File: src/rtl/seq_signed_mult.sv
// seq_signed_mult: sequential signed shift-add multiplier with start/busy/done handshake
//   clk, rst (async, active-high); start, multiplier, multiplicand in; busy, done, product, sign out.
//   `define MULT_EARLY_TERM_EN stops iterating once the remaining multiplier magnitude is zero.
module seq_signed_mult #(
  parameter int NBITS = 8
) (
  input  logic               clk,
  input  logic               rst,
  input  logic               start,
  input  logic [NBITS-1:0]   multiplier,
  input  logic [NBITS-1:0]   multiplicand,
  output logic               busy,
  output logic               done,
  output logic [2*NBITS-1:0] product,
  output logic               sign
);
  localparam int CW = $clog2(NBITS + 1);
  localparam logic [CW-1:0] LAST = CW'(NBITS);
  typedef enum logic [1:0] {S_IDLE, S_RUN, S_DONE} state_t;
  state_t state;
  logic [NBITS-1:0] mag_a, abs_a, abs_b, a_nx;
  logic [2*NBITS-1:0] mag_b, acc, acc_nx, fin_acc;
  logic [CW-1:0] cnt;
  logic neg, fin_go, zero_go;
  always_comb begin
    abs_a = multiplier[NBITS-1] ? -multiplier : multiplier;
    abs_b = multiplicand[NBITS-1] ? -multiplicand : multiplicand;
    acc_nx = acc + (mag_a[0] ? mag_b : '0);
    a_nx = mag_a >> 1;
`ifdef MULT_EARLY_TERM_EN
    fin_go = a_nx == '0;
    fin_acc = acc_nx;
    zero_go = abs_a == '0;
`else
    fin_go = cnt == LAST;
    fin_acc = acc;
    zero_go = 1'b0;
`endif
  end
  always_ff @(posedge clk or posedge rst) begin
    if (rst) begin
      state <= S_IDLE;
      busy <= 1'b0;
      done <= 1'b0;
      product <= '0;
      sign <= 1'b0;
      mag_a <= '0;
      mag_b <= '0;
      acc <= '0;
      cnt <= '0;
      neg <= 1'b0;
    end else begin
      case (state)
        S_IDLE: if (start) begin
          mag_a <= abs_a;
          mag_b <= {{NBITS{1'b0}}, abs_b};
          acc <= '0;
          cnt <= '0;
          neg <= multiplier[NBITS-1] ^ multiplicand[NBITS-1];
          busy <= 1'b1;
          state <= zero_go ? S_DONE : S_RUN;
          if (zero_go) begin
            done <= 1'b1;
            product <= '0;
            sign <= 1'b0;
          end
        end
        S_RUN: begin
          acc <= acc_nx;
          mag_b <= mag_b << 1;
          mag_a <= a_nx;
          cnt <= cnt + 1'b1;
          if (fin_go) begin
            state <= S_DONE;
            done <= 1'b1;
            product <= neg ? -fin_acc : fin_acc;
            sign <= neg && (fin_acc != '0);
          end
        end
        default: begin
          state <= S_IDLE;
          done <= 1'b0;
          busy <= 1'b0;
        end
      endcase
    end
  end
endmodule

File: config.mk
export PLATFORM = sky130hd
export DESIGN_NAME = seq_signed_mult
export DESIGN_NICKNAME = d
export VERILOG_FILES = /design/src/rtl/seq_signed_mult.sv
export SDC_FILE = /design/constraint.sdc
export NUM_CORES = 1
export LEC_CHECK = 0
export CAP_MARGIN = 25
export CORE_ASPECT_RATIO = 1.5
export CORE_MARGIN = 4
export CORE_UTILIZATION = 25
export CTS_BUF_LIST = sky130_fd_sc_hd__clkbuf_4
export DETAILED_ROUTE_END_ITERATION = 8
export REMOVE_ABC_BUFFERS = 1
export SLEW_MARGIN = 20
export SYNTH_ARGS = -nofsm -noshare
export SYNTH_HDL_FRONTEND = slang
export SYNTH_SLANG_ARGS = --single-unit
File: constraint.sdc
create_clock -name clk -period 2.2 [get_ports clk]
set_clock_uncertainty 0.1 [all_clocks]
set_input_delay 0.33 -clock clk [delete_from_list [all_inputs] [get_ports clk]]
set_output_delay 0.33 -clock clk [all_outputs]
set_load 0.01 [all_outputs]
==> results of run 1 <==
report_power, final:
group / leakage, nW / internal, mW / switching [mW]
Clock: 0.0782 / 0.457 / 0.479
Combinational: 1.46 / 1.79 / 1.67
Sequential: 0.832 / 1.72 / 0.478
layout make-up:
type                       instances  area, um^2
timing repair buffer             104       905.9
multi-input combinational        334        2347
tap                              199       249.0
sequential                        66        1653
clock inverter                     6       92.59
antenna                            1       2.502
clock buffer                       9       67.56
inverter                          15       56.30
fill                            1558        9766
layer usage:
| layer | part of all wire (%) | vias to the layer above | GRT usage, % |
|---|---|---|---|
| met5 | 0 | - | 0 |
| met2 | 54 | 57 | 20.79 |
| met3 | 2.8 | 19 | 1.608 |
| met1 | 40 | 1602 | 12.72 |
| met4 | 2.3 | 0 | 5.615 |
| li1 | - | 1705 | - |
logic make-up (layout without fill, tap and decap cells):
logic type | Yosys count | after routing | share of synthesized area, %
buffers and inverters | 35 | 134 | 3.394
adders and majority gates | 21 | 21 | 6.981
DFF | 66 | 66 | 42.66
other | 0 | 1 | 0
AOI/OAI and AO/OA | 120 | 120 | 19.01
muxes | 2 | 2 | 0.5494
and+or+nand+nor | 152 | 152 | 18.58
xor gates and xnor gates | 39 | 39 | 8.824
timing repair:
item / 4_1_cts / 5_1_grt
gates resized for setup: 31 / 23
setup buffers: 3 / 2
endpoints found under the setup margin: 10 / 15
hold endpoints to repair: 0 / 0
pin swaps: 12 / 12
placed cells by master, fill, tap and decap left out, drive strengths merged, types with 2 or more instances in the layout:
cell	instances
o41ai	3
and2	16
nand4	2
a21o	10
nand2	71
a21oi	31
ha	20
dfrtp	66
clkbuf	9
nor2b	6
a31oi	3
clkinv	2
bufinv	2
nor3	2
inv	15
a22oi	12
nor2	21
xnor2	18
a22o	4
buf	67
o31ai	8
clkdlybuf4s50	37
clkinvlp	2
nand3	16
nand2b	5
o21ai	42
or3	4
xor2	21
or4	3
through the flow:
step | worst slack (ns) | utilization [%] | setup TNS (ns) | hold slack (ns) | cells
floorplan | -1.278 | - | -32.17 | 0.3502 | 415
global placement | -0.2222 | 32.46 | -1.045 | 0.3644 | 713
detailed placement | -0.3222 | 32.46 | -1.516 | 0.3761 | 713
CTS | -0.08565 | 34.61 | -0.3135 | 0.1684 | 731
global route | -0.2186 | 35.50 | -1.413 | 0.2261 | 734
finish | -0.1292 | 35.50 | -0.3984 | 0.1694 | 734
sequential cells by signal (all words and copies together) (netlist names):
name and flops:
done 1, mag_a 8, acc 16, cnt 4, state 2, mag_b 16, sign 1, product 16
busy 1, neg 1
worst paths after layout:
| path | from | to |
|---|---|---|
| min reg2reg | mag_b[11]$_DFFE_PP0P_ | mag_b[12]$_DFFE_PP0P_ |
| max reg2reg | mag_a[0]$_DFFE_PP0P_ | acc[15]$_DFFE_PP0P_ |
| min | rst | mag_a[3]$_DFFE_PP0P_ |
| min in group clk | mag_b[11]$_DFFE_PP0P_ | mag_b[12]$_DFFE_PP0P_ |
| max in group asynchronous | rst | acc[4]$_DFFE_PP0P_ |
| max | mag_a[0]$_DFFE_PP0P_ | acc[15]$_DFFE_PP0P_ |
critical path, delay by kind of cell, from the launching register on:
kind,cells,cell delay [ns]
and+or+nand+nor,1,0.16
DFF,1,0.44
adders and majority gates,1,0.23
AOI/OAI and AO/OA,6,0.96
buffers and inverters,1,0.15
xor gates and xnor gates,1,0.19
==> qor.csv, run 1 <==
metric;value;unit
outcome;finished with violations;
violations;setup timing;
die_area;17580;um^2
synth_most_common_cell;nand2_1;
setup_viol;7;
finalPower;6.592;mW
path_cells;buf_6 -> and2_4 -> ha_4 -> a21o_1 -> a21o_1 -> a21oi_2 -> a31oi_2 -> xor2_1 -> a21oi_1 -> o22ai_2;
hold_class;input port to async pin;
r2r_slack;-0.13;ns
wl_per_cell;12.99;um
gp_congestion;0.8352;
firstDrtPassIters;4;
async_flop_share;100.0;%
yosysTopAreaCellShare;42.66;%
rsz0062_at_grt;yes;
synth_edf_count;0;
portBuffers;37;
synth_top_area_cell;dfrtp_1;
initial_core_util;25.57;%
synthFlopType;dfrtp_1;
cts.path.max_buffers;2;
cts_tree;yes;
crit_path_max_fanout;6;
placed_cell_area;4915;um^2
relSlewSlack;51.15;%
grt_max_degree;67;
dp_hpwl;6905;um
slew_viol_final;0;
fmax;429.3;MHz
synth_area;3871;um^2
root_buffer;clkbuf_4;
layout_min_cycle_time;2.329;ns
arrival;2.55;ns
cts_sinks;66;
cts_buffers;9;
htreeDepth;3;
antenna_found_initial;1;
first_global_vias;3482;
grt_pass1_wl;16140;um
ant_nets;0;
hold_viol;0;
track_usage;11.45;%
core_area;15140;um^2
synth_area_per_cell;8.899;um^2
wirelength;9536;um
die_y;160.4;um
cts-hold-fix-buffers;0;
drt_first_iter_violations;138;
power_density;1227;nW/um^2
area_delta_synth_final;38.82;%
path_clk_slew;0.13;ns
netlist_instances;435;
yosysWarnings;0;
r2r_cells;10;
finalCritPeriodShare;105.9;%
ys_types;43;
setup.worst_path.start_class;register;
pin_count;38;
drv_cap;0;
die_x;109.6;um
worstMarginPinSlew;0.7327;ns
fin_nets;570;
yosysSeqAreaShare;42.66;%
fp-row-count;55;
final_cell_area;5374;um^2
timing.final.ws_setup;-0.1292;ns
drive_gt1_share;24.91;%
timing.critical_path.mode_cell;a21o_1;
drcViolationCount;0;
yosys-top-cells-area;dfrtp_1, nand2_1, ha_1;
path_class;register to register;
overflow;0;
via_count;3383;
cp_slowest_cell;dfrtp_1;
p_leak;2.372;nW
end_kind;register;
max-vdd-ir-drop;0.3562;mV
clock_latency;0.45;ns
vias_per_cell;4.609;
cp_data_required_time;2.42;ns
cpPeakStageDelay;0.44;ns
synth_seq_cells;66;
synth_common_cells;nand2_1, dfrtp_1, o21ai_0;
No activity file was read; power rests on OpenSTA's default activity.
==> run 2: changes to the inputs <==
--- a/config.mk
+++ b/config.mk
@@ -7,7 +7,7 @@
 export LEC_CHECK = 0
 export CAP_MARGIN = 25
 export CORE_ASPECT_RATIO = 1.5
-export CORE_MARGIN = 4
+export CORE_MARGIN = 2
 export CORE_UTILIZATION = 25
 export CTS_BUF_LIST = sky130_fd_sc_hd__clkbuf_4
 export DETAILED_ROUTE_END_ITERATION = 8
==> run 2 against run 1 <==
Against the previous run: final cell count rose by 0.68%; the run still ends with setup timing left; fmax is 3.4% higher; combinational power up 3%; largest cell class unchanged; critical endpoint is now acc[12]$_DFFE_PP0P_; register-to-register slack better by 0.08 ns; total power hardly changed; via count up 0.62%; critical path depth up 1; wire length grew 2.2%; hold slack better by 0.22 ns; worst setup slack gained 0.077 ns; highest routed layer unchanged; first-iteration DRC count is 25% lower; die area is 6.1% lower.
==> qor.csv, run 2 (synthesis results as in run 1) <==
metric;value;unit
overflow;0;
reg_top3;acc: 16 flops, mag_b: 16 flops, product: 16 flops;
r2r-start;mag_a[0]$_DFFE_PP0P_;
clock_latency;0.43;ns
vias_per_cell;4.606;
max-vdd-ir-drop;0.4121;mV
outcome;finished with violations;
path_clk_slew;0.11;ns
cp_slowest_cell;dfrtp_2;
drcViolationCount;0;
first_global_vias;3382;
end_kind;register;
area_delta_synth_final;40.85;%
cp_data_required_time;2.47;ns
slew_viol_final;0;
final_common_cell;nand2_1;
grt_pass1_wl;16350;um
fp-row-count;55;
portBuffers;37;
cts.path.max_buffers;2;
core_area;15140;um^2
setup.worst_path.start_class;register;
rsz0062_at_grt;yes;
setup_viol;7;
final_cell_mix;nand2_1, buf_4, dfrtp_1;
track_usage;12.40;%
ant_nets;0;
finalPower;6.591;mW
worstMarginPinSlew;0.7083;ns
htreeDepth;3;
cpPeakStageDelay;0.43;ns
path_class;register to register;
crit_path_max_fanout;6;
violations;setup timing;
wl_per_cell;13.19;um
arrival;2.52;ns
pin_count;38;
timing.final.ws_setup;-0.05249;ns
die_x;105.6;um
final_cell_area;5453;um^2
startpoint;mag_a[0]$_DFFE_PP0P_;
p_leak;2.387;nW
root_buffer;clkbuf_4;
placed_cell_area;4925;um^2
relSlewSlack;52.78;%
cts_buffers;9;
dp_hpwl;7165;um
layout_min_cycle_time;2.252;ns
gp_congestion;0.9103;
hold_start;mag_a[2]$_DFFE_PP0P_;
instances_no_fill;739;
path_cells;and2_4 -> ha_4 -> inv_2 -> fa_2 -> nor2b_4 -> o2111ai_4 -> a21o_1 -> nand3_2 -> a31oi_1 -> xor2_1 -> o21ai_1;
cts_tree;yes;
die_area;16520;um^2
r2r_cells;11;
fill_cells;1569;
fin_nets;574;
timing.hold.ws;0.3934;ns
dp_cells;716;
cts_sinks;66;
finalCritPeriodShare;102.4;%
fmax;444.0;MHz
hold_depth;2;
drt_first_iter_violations;104;
die_y;156.4;um
initial_core_util;25.57;%
drv_cap;0;
wirelength;9750;um
antenna_found_initial;1;
drive_gt1_share;26.16;%
power_density;1209;nW/um^2
firstDrtPassIters;4;
grt_max_degree;35;
via_count;3404;
hold_class;register to register;
hold_viol;0;
## run 2: cell types whose count changed in the layout (fill, tap and decap cells not counted), sizes merged
cell,previous run,this run
clkinv,2,3
dlygate4sd3,0,1
buf,67,70
bufinv,2,1
clkbuf,9,10
## run 2: report_power, final
| group | total [mW] | leakage [nW] | switching [mW] | internal, mW |
|---|---|---|---|---|
| combinational | 3.58 | 1.49 | 1.74 | 1.84 |
| sequential | 2.22 | 0.830 | 0.493 | 1.73 |
| clock | 0.793 | 0.0675 | 0.444 | 0.349 |
| total | 6.59 | 2.39 | 2.68 | 3.91 |
## run 2: path summary, 6_finish.rpt
path                                           to  slack (ns)
setup / recovery              acc[12]$_DFFE_PP0P_       -0.05
hold / removal               mag_a[2]$_DFFE_PP0P_        0.39
setup reg to reg              acc[12]$_DFFE_PP0P_       -0.05
hold reg to reg              mag_a[2]$_DFFE_PP0P_        0.39
max in group asynchronous    mag_a[0]$_DFFE_PP0P_        0.79
min in group asynchronous  product[1]$_DFFE_PP0P_        0.54
## run 2: what timing repair did
item / in CTS / in global routing
resized for setup: 51 / 18
endpoints found under the setup margin: 11 / 14
hold endpoints to repair: 5 / 0
buffers inserted: 4 / 2
cloned: 0 / 0
hold buffers: 1 / 0
pin swaps: 21 / 20
## run 2: stage by stage
step	setup WS, ns	setup TNS [ns]	utilization, %
floorplan	-1.278	-32.17	-
global placement	-0.1780	-0.8790	32.53
detailed placement	-0.2369	-1.508	32.53
CTS	-0.02792	-0.06082	35.19
global route	-0.2015	-1.461	36.02
finish	-0.05249	-0.2467	36.02
## run 2: worst max-delay path, delay by kind of cell, from the launching register on
family                   cells  cell delay, ns
buffers and inverters        1            0.03
adder cells (fa/ha/maj)      2            0.48
XOR/XNOR                     1            0.15
AO/OA/AOI/OAI                4            0.58
AND/OR/NAND/NOR              3            0.42
flip-flops                   1            0.43
## run 2: layout make-up
type	instances	area, um^2	area share [%]
antenna	1	2.502	0.04589
clock buffer	10	75.07	1.377
clock inverter	6	57.56	1.056
inverter	15	56.30	1.033
multi-input combinational	334	2431	44.58
sequential	66	1655	30.36
tap	199	249.0	4.566
timing repair buffer	108	925.9	16.98
## run 2: routing by layer
layer	part of all wire [%]	routed length, um	global-route usage [%]
met2	53	5135	22.55
met3	2.6	258	2.041
met4	2.9	280	6.266
met1	42	4076	13.84
met5	0	0	0
==> run 3: changes to the inputs <==
--- a/config.mk
+++ b/config.mk
@@ -11,7 +11,9 @@
 export CORE_UTILIZATION = 25
 export CTS_BUF_LIST = sky130_fd_sc_hd__clkbuf_4
 export DETAILED_ROUTE_END_ITERATION = 8
+export GPL_TIMING_DRIVEN = 0
 export REMOVE_ABC_BUFFERS = 1
+export SETUP_SLACK_MARGIN = 0.1
 export SLEW_MARGIN = 20
 export SYNTH_ARGS = -nofsm -noshare
 export SYNTH_HDL_FRONTEND = slang
==> constraint.sdc (replaced) <==
create_clock -name clk -period 1.9 [get_ports clk]
set_clock_uncertainty 0.1 [all_clocks]
set_input_delay 0.285 -clock clk [delete_from_list [all_inputs] [get_ports clk]]
set_output_delay 0.285 -clock clk [all_outputs]
set_load 0.01 [all_outputs]
==> run 3 against run 2 <==
Against the previous run: the flow still finishes with violations (setup timing); combinational power rose by 15%; critical endpoint unchanged; non-clock buffer count fell by 22; largest cell class unchanged; largest power group unchanged; sequential cell count did not move; highest routed layer unchanged.
==> qor.csv, run 3 (synthesis results as in run 1) <==
metric;value;unit
p_clk_share;11.8;%
area_delta_synth_final;40.53;%
outcome;finished with violations;
grt_pass1_wl;16060;um
firstDrtPassIters;4;
regArea;1665;um^2
clock_latency;0.42;ns
max-vdd-ir-drop;0.4129;mV
r2r_cells;9;
initial_core_util;25.57;%
via_count;3397;
fmax;409.4;MHz
finalSetupTns;-5.367;ns
combPwrFrac;53.2;%
cts.path.max_buffers;2;
core_area;15140;um^2
vias_per_cell;4.718;
path_class;register to register;
p_sw;3.261;mW
place_ws;-1.253;ns
drv_cap;0;
layout_min_cycle_time;2.442;ns
drt_first_iter_violations;176;
htreeDepth;3;
gp_congestion;0.9226;
arrival;2.65;ns
first_global_vias;3328;
die_x;105.6;um
hold_viol;0;
reg_top3;acc: 16 flops, mag_b: 16 flops, product: 16 flops;
seqPwrFrac;35.0;%
ant_nets;0;
portBuffers;37;
setup.worst_path.start_class;register;
slew_viol_final;0;
final_cell_mix;nand2_1, dfrtp_1, buf_4;
wirelength;10200;um
fp-row-count;55;
switching_share;42.05;%
cts_buffers;9;
finalCritPeriodShare;128.6;%
p_leak;2.319;nW
r2r-end;acc[12]$_DFFE_PP0P_;
pin_count;38;
cts_tree;yes;
fin_nets;555;
die_y;156.4;um
multi_input_area;2521;um^2
grt_max_degree;35;
post-route-util;35.93;%
relSlewSlack;45.49;%
drive_gt1_share;27.88;%
track_usage;11.99;%
timing.hold.ws;0.1242;ns
overflow;0;
timing.final.ws_setup;-0.5425;ns
drcViolationCount;0;
path_clk_slew;0.12;ns
cp_data_required_time;2.10;ns
end_kind;register;
power_density;1426;nW/um^2
final_common_cell;nand2_1;
setup_viol;19;
die_area;16520;um^2
crit_path_max_fanout;6;
dp_hpwl;6161;um
dp_cells;654;
hold_class;input port to async pin;
wl_per_cell;14.17;um
worstMarginPinSlew;0.8175;ns
fill_cells;1561;
instances_no_fill;720;
cts_sinks;66;
violations;setup timing;
antenna_found_initial;1;
r2r-start;mag_a[0]$_DFFE_PP0P_;
p_int;4.495;mW
root_buffer;clkbuf_4;
rsz0062_at_grt;yes;
r2r_slack;-0.54;ns
## run 3: changes by cell type in the layout (fill, tap and decap cells not counted), moves of 3 or more
cell / before / now
nand2_1: 69 / 64
dfrtp_1: 63 / 57
buf_4: 67 / 43
o21ai_1: 6 / 9
ha_2: 1 / 6
clkinv_4: 0 / 4
o21ai_2: 2 / 5
nand2_4: 0 / 3
dfrtp_2: 3 / 8
ha_1: 8 / 5
o21ai_0: 33 / 28
## run 3: area by class of cell
| cell class | instances | area share, % |
|---|---|---|
| multi-input cells | 337 | 46.34 |
| flip-flops and latches | 66 | 30.61 |
| repair buffers | 86 | 14.72 |
| well taps | 199 | 4.577 |
| clock inverters | 7 | 1.288 |
| clock buffers | 9 | 1.242 |
| inverters | 15 | 1.173 |
| diodes | 1 | 0.04600 |
## run 3: repair_timing
| item | CTS | global route |
|---|---|---|
| gates resized for setup | 80 | 31 |
| pin swaps | 28 | 31 |
| setup endpoints to repair | 64 | 37 |
| buffers inserted | 22 | 23 |
| hold buffers | 0 | 0 |
| cloned | 0 | 4 |
## run 3: layer usage
metal | up-vias | wire length (um) | GRT usage (%) | share of wire [%]
met2 | 82 | 5464 | 21.44 | 54
met1 | 1616 | 4073 | 13.87 | 40
met4 | 0 | 163 | 5.388 | 1.6
li1 | 1685 | - | - | -
met3 | 14 | 496 | 2.124 | 4.9
met5 | - | 0 | 0 | 0
## run 3: worst max-delay path: stages (launching register included)
cell,delay (ns)
dfrtp_2,0.47
and2_1,0.19
ha_2,0.32
a21o_1,0.20
a21oi_2,0.19
a21o_1,0.24
nand3_2,0.15
a31oi_4,0.22
xor2_1,0.15
o21ai_1,0.08
## run 3: worst max path at each step
stage | from | to | slack, ns | depth (start not counted)
after floorplan | state[0]$_DFFE_PP0P_ | product[0]$_DFFE_PP0P_ | -1.58 | 3
after global placement | state[0]$_DFFE_PP0P_ | sign$_DFFE_PP0P_ | -3.05 | 4
after detailed placement | state[0]$_DFFE_PP0P_ | product[0]$_DFFE_PP0P_ | -1.25 | 5
after CTS | mag_a[0]$_DFFE_PP0P_ | acc[15]$_DFFE_PP0P_ | -0.44 | 10
after global routing | mag_a[0]$_DFFE_PP0P_ | acc[12]$_DFFE_PP0P_ | -0.62 | 10
final | mag_a[0]$_DFFE_PP0P_ | acc[12]$_DFFE_PP0P_ | -0.54 | 9
## run 3: power by group through the flow
stage	Clock [mW]	Sequential (mW)	Combinational [mW]
after CTS	0.957	2.72	3.57
final	0.917	2.71	4.12
after floorplan	0	2.57	1.89
after detailed placement	0	2.67	2.92
after global routing	1.04	2.82	4.57
after global placement	0	2.63	2.84
## run 3: through the flow
stage / total power, mW / instance area (um^2)
final: 7.756 / 5440
after global routing: 8.429 / 5440
after CTS: 7.251 / 5089
after detailed placement: 5.593 / 4472
after global placement: 5.461 / 4415
after floorplan: 4.469 / 3796
